`src/rtl/cpu_pkg.sv`:
```
`default_nettype none
// ============================================================================
//  Module      : cpu_pkg
//  Description : Shared constants and fetch FSM encoding for the front end.
//  Revision    : 1.0 - initial release
// ============================================================================
package cpu_pkg;

   localparam logic [5:0]  ECODE_ADEF       = 6'h08;
   localparam logic [31:0] RESET_PC_DEFAULT = 32'h1C00_0000;

   typedef logic [0:0] fsm_t;
   localparam fsm_t S_IDLE = 1'b0;
   localparam fsm_t S_REQ  = 1'b1;

endpackage
`default_nettype wire

```
`src/rtl/fetch_redirect_buf.sv`:
```
`default_nettype none
// ============================================================================
//  Module      : fetch_redirect_buf
//  Description : Redirect priority mux plus the redirect-pending holding reg.
//  Revision    : 1.0 - initial release
// ============================================================================
module fetch_redirect_buf
   import cpu_pkg::*;
(
   input  logic        clk,
   input  logic        rst,
   input  logic        br_flush,
   input  logic [31:0] br_target,
   input  logic        ex_flush,
   input  logic [31:0] ex_entry,
   input  logic        ertn_flush,
   input  logic [31:0] era,
   input  logic        capture,
   input  logic        clear,
   output logic        redir_valid,
   output logic [31:0] redir_target,
   output logic        redir_pend,
   output logic [31:0] redir_pc
);

   logic        redir_pend_d, redir_pend_q;
   logic [31:0] redir_pc_d,   redir_pc_q;

   always_comb begin
      redir_valid = ex_flush | ertn_flush | br_flush;
      if (ex_flush) begin
         redir_target = ex_entry;
      end else if (ertn_flush) begin
         redir_target = era;
      end else begin
         redir_target = br_target;
      end
   end

   // A newer redirect always overwrites the held target.
   always_comb begin
      redir_pend_d = redir_pend_q;
      redir_pc_d   = redir_pc_q;
      if (capture && redir_valid) begin
         redir_pend_d = 1'b1;
         redir_pc_d   = redir_target;
      end else if (clear) begin
         redir_pend_d = 1'b0;
      end
   end

   always_ff @(posedge clk or negedge rst) begin
      if (!rst) begin
         redir_pend_q <= 1'b0;
         redir_pc_q   <= 32'd0;
      end else begin
         redir_pend_q <= redir_pend_d;
         redir_pc_q   <= redir_pc_d;
      end
   end

   assign redir_pend = redir_pend_q;
   assign redir_pc   = redir_pc_q;

endmodule
`default_nettype wire

```
`src/rtl/if_fetch_stage.sv`:
```
`default_nettype none
// ============================================================================
//  Module      : if_fetch_stage
//  Description : Fetch PC owner, sram-like request issue and redirect absorb.
//  Revision    : 1.0 - initial release
// ============================================================================
module if_fetch_stage
   import cpu_pkg::*;
#(
   parameter logic [31:0] RESET_PC = RESET_PC_DEFAULT
)
(
   input  logic        clk,
   input  logic        rst,
   input  logic        out_ready,
   output logic        out_valid,
   input  logic        br_flush,
   input  logic [31:0] br_target,
   input  logic        ex_flush,
   input  logic [31:0] ex_entry,
   input  logic        ertn_flush,
   input  logic [31:0] era,
   output logic        req,
   output logic [31:0] addr,
   input  logic        addr_ok,
   output logic [31:0] PC_out,
   output logic [31:0] inst_out,
   output logic        inst_valid_out,
   output logic        discard_out,
   output logic        has_exception_out,
   output logic [5:0]  ecode_out,
   output logic [8:0]  esubcode_out
);

   fsm_t        fsm_d, fsm_q;
   logic [31:0] pc_d, pc_q;
   logic        req_d, req_q;
   logic [31:0] addr_d, addr_q;
   logic        adef_d, adef_q;
   logic        out_valid_d, out_valid_q;
   logic [31:0] pc_out_d, pc_out_q;
   logic        inst_valid_d, inst_valid_q;
   logic        has_exc_d, has_exc_q;
   logic [5:0]  ecode_d, ecode_q;
   logic        discard_d, discard_q;
   logic [1:0]  disc_cnt_d, disc_cnt_q;

   logic        redir_valid, redir_pend;
   logic [31:0] redir_target, redir_pc;
   logic        slot_free, accept, drop_accept, take;
   logic        pc_misaligned, adef_load, issue_idle, redir_issue, slot_kill;
   logic [2:0]  disc_total;

   assign slot_free     = !out_valid_q || out_ready;
   assign accept        = (fsm_q == S_REQ) && addr_ok;
   assign drop_accept   = accept && (redir_valid || redir_pend);
   assign take          = accept && !drop_accept;
   assign pc_misaligned = (pc_q[1:0] != 2'b00);
   assign adef_load     = (fsm_q == S_IDLE) && !redir_valid && pc_misaligned && slot_free && !adef_q;
   assign issue_idle    = (fsm_q == S_IDLE) && !redir_valid && !pc_misaligned && slot_free;
   assign redir_issue   = (fsm_q == S_IDLE) && redir_valid && (redir_target[1:0] == 2'b00);
   assign slot_kill     = redir_valid && out_valid_q && !inst_valid_q;

   fetch_redirect_buf u_redirect_buf (
      .clk          (clk),
      .rst          (rst),
      .br_flush     (br_flush),
      .br_target    (br_target),
      .ex_flush     (ex_flush),
      .ex_entry     (ex_entry),
      .ertn_flush   (ertn_flush),
      .era          (era),
      .capture      ((fsm_q == S_REQ) && !addr_ok),
      .clear        (accept),
      .redir_valid  (redir_valid),
      .redir_target (redir_target),
      .redir_pend   (redir_pend),
      .redir_pc     (redir_pc)
   );

   always_ff @(posedge clk or negedge rst) begin
      if (!rst) begin
         fsm_q <= S_IDLE;
      end else begin
         fsm_q <= fsm_d;
      end
   end

   // Chain another request only when the wait stage is draining right now.
   always_comb begin
      fsm_d = fsm_q;
      case (fsm_q)
         S_IDLE:  if (redir_issue || issue_idle) fsm_d = S_REQ;
         S_REQ:   if (accept && (drop_accept || !out_ready)) fsm_d = S_IDLE;
         default: fsm_d = S_IDLE;
      endcase
   end

   always_comb begin
      pc_d   = pc_q;
      req_d  = req_q;
      addr_d = addr_q;
      adef_d = adef_q;
      if (fsm_q == S_IDLE) begin
         if (redir_valid) begin
            pc_d   = redir_target;
            adef_d = 1'b0;
         end
         if (redir_issue) begin
            req_d  = 1'b1;
            addr_d = redir_target;
         end else if (issue_idle) begin
            req_d  = 1'b1;
            addr_d = pc_q;
         end
         if (adef_load) adef_d = 1'b1;
      end else if (accept) begin
         if (drop_accept) begin
            pc_d  = redir_valid ? redir_target : redir_pc;
            req_d = 1'b0;
         end else begin
            pc_d  = addr_q + 32'd4;
            req_d = out_ready;
            if (out_ready) addr_d = addr_q + 32'd4;
         end
      end

      out_valid_d  = out_valid_q;
      pc_out_d     = pc_out_q;
      inst_valid_d = inst_valid_q;
      has_exc_d    = has_exc_q;
      ecode_d      = ecode_q;
      if (redir_valid) begin
         out_valid_d = 1'b0;
      end else if (take) begin
         out_valid_d  = 1'b1;
         pc_out_d     = addr_q;
         inst_valid_d = 1'b0;
         has_exc_d    = 1'b0;
         ecode_d      = 6'd0;
      end else if (adef_load) begin
         out_valid_d  = 1'b1;
         pc_out_d     = pc_q;
         inst_valid_d = 1'b1;
         has_exc_d    = 1'b1;
         ecode_d      = ECODE_ADEF;
      end else if (out_ready) begin
         out_valid_d = 1'b0;
      end

      // Two discard sources can coincide; the surplus is owed to later cycles.
      disc_total = {1'b0, disc_cnt_q} + {2'b00, drop_accept} + {2'b00, slot_kill};
      discard_d  = (disc_total != 3'd0);
      disc_cnt_d = (disc_total == 3'd0) ? 2'd0 : 2'(disc_total - 3'd1);
   end

   always_ff @(posedge clk or negedge rst) begin
      if (!rst) begin
         pc_q         <= RESET_PC;
         req_q        <= 1'b0;
         addr_q       <= 32'd0;
         adef_q       <= 1'b0;
         out_valid_q  <= 1'b0;
         pc_out_q     <= 32'd0;
         inst_valid_q <= 1'b0;
         has_exc_q    <= 1'b0;
         ecode_q      <= 6'd0;
         discard_q    <= 1'b0;
         disc_cnt_q   <= 2'd0;
      end else begin
         pc_q         <= pc_d;
         req_q        <= req_d;
         addr_q       <= addr_d;
         adef_q       <= adef_d;
         out_valid_q  <= out_valid_d;
         pc_out_q     <= pc_out_d;
         inst_valid_q <= inst_valid_d;
         has_exc_q    <= has_exc_d;
         ecode_q      <= ecode_d;
         discard_q    <= discard_d;
         disc_cnt_q   <= disc_cnt_d;
      end
   end

   assign out_valid         = out_valid_q;
   assign req               = req_q;
   assign addr              = addr_q;
   assign PC_out            = pc_out_q;
   assign inst_out          = 32'd0;
   assign inst_valid_out    = inst_valid_q;
   assign discard_out       = discard_q;
   assign has_exception_out = has_exc_q;
   assign ecode_out         = ecode_q;
   assign esubcode_out      = 9'd0;

endmodule
`default_nettype wire

```
`config.mk`:
```
export PLATFORM = sky130hd
export DESIGN_NAME = if_fetch_stage
export DESIGN_NICKNAME = d
export VERILOG_FILES = /design/src/rtl/cpu_pkg.sv /design/src/rtl/fetch_redirect_buf.sv /design/src/rtl/if_fetch_stage.sv
export SDC_FILE = /design/constraint.sdc
export NUM_CORES = 1
export LEC_CHECK = 0
export ABC_AREA = 1
export BUFFER_PORTS_ARGS = -buffer_cell sky130_fd_sc_hd__clkbuf_2
export CAP_MARGIN = 20
export CORE_MARGIN = 4
export CORE_UTILIZATION = 45
export CTS_CLUSTER_SIZE = 12
export DETAILED_ROUTE_END_ITERATION = 6
export GPL_ROUTABILITY_DRIVEN = 0
export PLACE_DENSITY = 0.77
export SYNTH_ARGS = -nofsm -noshare
export SYNTH_HDL_FRONTEND = slang
export SYNTH_SLANG_ARGS = --single-unit
```
`constraint.sdc`:
```
create_clock -name clk -period 5.7 [get_ports clk]
set_input_delay 0.57 -clock clk [delete_from_list [all_inputs] [get_ports clk]]
set_output_delay 0.57 -clock clk [all_outputs]
set_load 0.1 [all_outputs]
```
# Word-level counts from Yosys, hierarchy flattened
# Index checks and enable logic that the tools add are counted.
[word_totals]
reg_bits = 143
output_inout_bits = 116
[op_classes]
add_sub_neg = 4
eq_ne = 3
n_mux = 36
bitwise_logic = 4
n_reduce_logical = 43
[ops]
columns = ["cell", "count"]
rows = [
  ["2-to-1 mux 32 bit", 15],
  ["adder 32 x 3 -> 32 bit (second input constant)", 1],
  ["2-to-1 mux 1 bit", 17],
  ["logical AND 1 bit", 16],
  ["2-to-1 mux 6 bit", 2],
  ["nonzero test 2 bit", 5],
  ["zero test 1 bit", 8],
  ["AND reduction 2 bit", 4],
  ["nonzero test 3 bit", 2],
  ["logical OR 1 bit", 4],
  ["!= test 2 bit (second input constant)", 2],
  ["AND reduction 4 bit", 1],
  ["nonzero test 4 bit", 1],
  ["adder 2 x 1 -> 3 bit", 1],
  ["adder 3 x 1 -> 3 bit", 1],
  ["zero test 3 bit", 1],
  ["zero test 2 bit", 1],
  ["2-to-1 mux 2 bit", 1],
  ["!= test 2 x 1 -> 1 bit (second input constant)", 1],
  ["inverter 1 bit", 2],
  ["OR 1 bit", 2],
  ["case mux 1 bit (2 select lines)", 1],
  ["subtractor 2 x 1 -> 2 bit (second input constant)", 1],
]

# Depth between registers and ports, before layout
[depth]
word_depth = 10
ltp_mapped = 12
depth_no_buf = 12

# Cells and area by module
# From an unflattened synthesis, not the netlist that was laid out.
[hier_totals]
cells_unflattened = 1418
hier_area_um2 = 9200.1
[by_module_without_submodules]
columns = ["mod", "instances", "cells_per_inst", "area_per_inst_um2", "seq_area_each_um2"]
rows = [
  ["if_fetch_stage", 1, 1037, 6936.7, 2606.2],
  ["fetch_redirect_buf", 1, 381, 2263.4, 825.8],
]

# Worst setup path before layout
# Ideal clock, no wire load.
[synth_timing]
path_kind = "register to register"
startpoint = "register addr_q[3], in the netlist addr[3]"
endpoint = "register addr_q[22], in the netlist addr[22]"
setup_ps = 120
arrival_ps = 2260
path_slack_ps = 3320
stages_incl_launch_ff = 11
path_buffers = 0
synth_period_minus_slack_ps = 2380
path_cell_list = "dfrtp_1 > ha_1 > nand2_1 > nor2_1 > nand2_1 > nor2_1 > nand3_1 > nand3_1 > nand2_1 > nand2_1 > nand2_1"
[synth_via]
elab_chain_len = 5
[synth_lines]
columns = ["element", "line_no", "text"]
rows = [
  ["start, declared", "if_fetch_stage.sv:38", "logic [31:0] addr_d, addr_q;"],
  ["start signal, assigned", "if_fetch_stage.sv:173", "addr_q <= addr_d;"],
  ["adder 32 x 3 -> 32 bit", "if_fetch_stage.sv:124", "if (out_ready) addr_d = addr_q + 32'd4;"],
  ["2-to-1 mux 32 bit", "if_fetch_stage.sv:124", ""],
  ["2-to-1 mux 32 bit", "if_fetch_stage.sv:118", "if (drop_accept) begin"],
  ["2-to-1 mux 32 bit", "if_fetch_stage.sv:117", "end else if (accept) begin"],
  ["2-to-1 mux 32 bit", "if_fetch_stage.sv:104", "if (fsm_q == S_IDLE) begin"],
]
# Every way passes these cells. The select of a mux whose other input is x is not followed.
# A chain may end at the register's enable or synchronous reset.

# Worst setup path in the final report
[layout_timing]
startpoint = "input ertn_flush"
endpoint = "register addr_q[11], in the netlist addr[11]"
[layout_via]
elab_chain_len = 8
elab_cells_between_ends = 18
classes_between = "eq/ne: 1; mux: 4; bitwise: 2; reduce/logical: 11"
[layout_lines]
columns = ["element", "line_no", "text"]
rows = [
  ["start, declared", "if_fetch_stage.sv:21", "input logic ertn_flush,"],
  ["OR 1 bit (2 in a row)", "fetch_redirect_buf.sv:30", "redir_valid = ex_flush | ertn_flush | br_flush;"],
  ["zero test 1 bit", "if_fetch_stage.sv:60", "assign issue_idle = (fsm_q == S_IDLE) && !redir_valid && !pc_misaligned && slot_free;"],
  ["logical AND 1 bit (3 in a row)", "if_fetch_stage.sv:60", ""],
  ["nonzero test 3 bit (no line)", "-", ""],
  ["AND reduction 4 bit (no line)", "-", ""],
]
# Parallel ways exist; a longest one is shown, timed or not.

==> run metrics <==
most common cell after layout, fill and taps aside nand2_1; Final nets 1568; power density cells 687 mW/mm2; Critical Path, Cell by Cell clkbuf_2 -> inv_1 -> nand2_1 -> nand3_1 -> nand2_1 -> nand3_4 -> nand2_4 -> nand2_4 -> nor2_8 -> nand2_1 -> nand2_1; cell count after synthesis 1332; Root Buffer clkbuf_16; Ys Warns 0; Final min period 3.59 ns; layout cells sized above 1 0.172; core area 0.0195 mm2; placed standard-cell area 0.00965 mm2; Iter 0 DRT Violations 1081; initial antenna violation count 0; post-CTS sizing 0; Clock transition at path regs 0.06 ns; CP Data Arrival Time 3.96 ns; # port buffers 172; Crit path required time 6.07 ns; GRT Total Usage 0.258; status complete, no violations; Post-CTS Setup Inserts 0; final antenna-violating net count 0; Lkg Pwr 5.31 nW; residual DRC count 0; vias in the first global route 8283; routed vias/inst 5.31; total power 7.03 mW; Die X 148 um; final wirelength 28700 um; # rows 51; FILL cells 1915; startpoint types input port; antenna cells 0; drt wl/cell 16.5 um; hold_buf cts 0; grt total ovfl 0; Slew headroom 0.421; worst hold path type input port to async pin; crit path buf inv count 2; most frequent cells in the layout nand2_1 (447), clkbuf_2 (171), nor2_1 (162); number of max-cap violations 0; Max FO, Critical Path 37; final instance area 0.0102 mm2; fmax 278 MHz; EDFF count, synth 0; routed vias 9241; register area share after synthesis 0.387; die height 148 um; Post-DP HPWL 21300 um; Max Slew Vio Count 0; Pre-antenna DRT Iters 6; Placed Instances 1708; ys async rst share 1.00; Layout area overhead 15.3%; first-pass GRT wire length 44900 um; #FFs+latches synth 137; die area 0.0220 mm2; CTS Buf Count 17; clk sinks 137; # H-tree levels 4; Most common cell on crit path nand2_1; starting density of the core 0.456; clock latency at the later pin of the worst-skew pair 0.43 ns; slowest CP cell inv_1; CTS tree done; top_reg_cell synth dfrtp_1; final worst path period share 0.630; Worst Max-Slew Pin Slew 0.868 ns; max incr delay on CP 0.57 ns; Crit Path Class input port to flop; setup TNS 0 ns; non-filler cells, final 1740; largest net degree at the start of global routing 79; count of cell types in the netlist 39; endpoints failing hold 0; Multi-input gate area 0.00459 mm2; CTS max path bufs 2; final setup vio count 0; Synth Cell Area 0.00888 mm2; Setup Skew 0.0103 ns; Top Ports 219; crit-path leading delay family simple AND/OR/NAND/NOR gates; register area 0.00343 mm2; unrepaired setup endpoints after global routing false; maximum VDD drop 0.000245 V; syn avg cell area 6.67 um2; CP Capture Type flop
[metal layers]
metal	up-vias	GRT usage	routed length, um
li1	4442	-	-
met1	4152	0.384	12400
met2	584	0.379	12200
met3	63	0.0457	3250
met4	0	0.0901	825
met5	-	0	0
[layout make-up]
| type | instances | area share |
|---|---|---|
| Clock buffer | 18 | 0.0429 |
| Clock inverter | 14 | 0.0144 |
| Inverter | 96 | 0.0352 |
| Multi-Input combinational cell | 1029 | 0.448 |
| Sequential cell | 137 | 0.335 |
| Tap cell | 265 | 0.0324 |
| Timing Repair Buffer | 181 | 0.0913 |
[cell families (layout without fill, tap and decap cells)]
logic type / after synthesis / in the layout / share of synthesized area
compound gates: 164 / 164 / 0.0975
xor+xnor: 9 / 9 / 0.00888
fa+ha+maj: 3 / 3 / 0.00507
buf+inv: 211 / 309 / 0.115
flops: 137 / 137 / 0.387
other cells: 1 / 46 / 0.000422
simple gates: 807 / 807 / 0.386
[flip-flops by register name (all words and copies together), names as in the netlist, 2 cells and up]
signal	cells
PC_out	32
addr	32
pc_q	32
u_redirect_buf.redir_pc	32
disc_cnt_q	2
[Yosys cell counts (all sizes together), types with 2 or more instances]
cell type | count | area, um2
and2 | 2 | 12.5
buf | 79 | 529
ha | 2 | 25.0
clkinv | 2 | 7.51
o211ai | 7 | 52.6
nor4 | 14 | 87.6
o21bai | 2 | 15.0
nand2 | 455 | 1740
nand3b | 3 | 22.5
or2 | 18 | 113
dfrtp | 134 | 3350
nor3 | 16 | 80.1
nand3 | 102 | 523
nand4 | 29 | 188
inv | 94 | 353
nor2 | 168 | 659
a31oi | 5 | 31.3
o21ai | 67 | 350
a21oi | 82 | 410
xor2 | 8 | 70.1
dfstp | 3 | 78.8
clkbuf | 36 | 135
[power by group]
group / total [mW] / internal, mW / switching, mW
clock network: 1.10 / 0.656 / 0.447
logic: 3.97 / 0.773 / 3.20
registers: 1.95 / 1.45 / 0.504
total: 7.03 / 2.88 / 4.15
[stage by stage]
step                 util  setup slack, ns  hold WS [ns]
floorplan               -             3.32         0.274
global route        0.526             1.79         0.245
CTS                 0.526             2.17         0.211
finish              0.526             2.11         0.175
detailed placement  0.496             1.73         0.467
global placement    0.496             1.83         0.464
[worst reg2reg max path: cells and delay by family (launching register included)]
kind / cells / cell delay, ns
AO/OA/AOI/OAI: 2 / 0.28
flip-flops: 1 / 0.75
buffers and inverters: 4 / 1.12
AND/OR/NAND/NOR: 4 / 1.09
[path summary, 6_finish.rpt]
| kind | from | end | slack, ns | cells after the start |
|---|---|---|---|---|
| worst max-delay path | ertn_flush | addr[11] | 2.11 | 11 |
| min in group clk | u_redirect_buf.redir_pc[8] | u_redirect_buf.redir_pc[8] | 0.48 | 2 |
| worst min-delay path | rst | PC_out[20] | 0.17 | 1 |
| max in group asynchronous | rst | ecode_out[3] | 4.23 | 2 |
| worst max register to register | fsm_q | pc_q[17] | 2.40 | 10 |
| worst min register to register | u_redirect_buf.redir_pc[8] | u_redirect_buf.redir_pc[8] | 0.48 | 2 |
No activity file was read; power rests on OpenSTA's default activity.
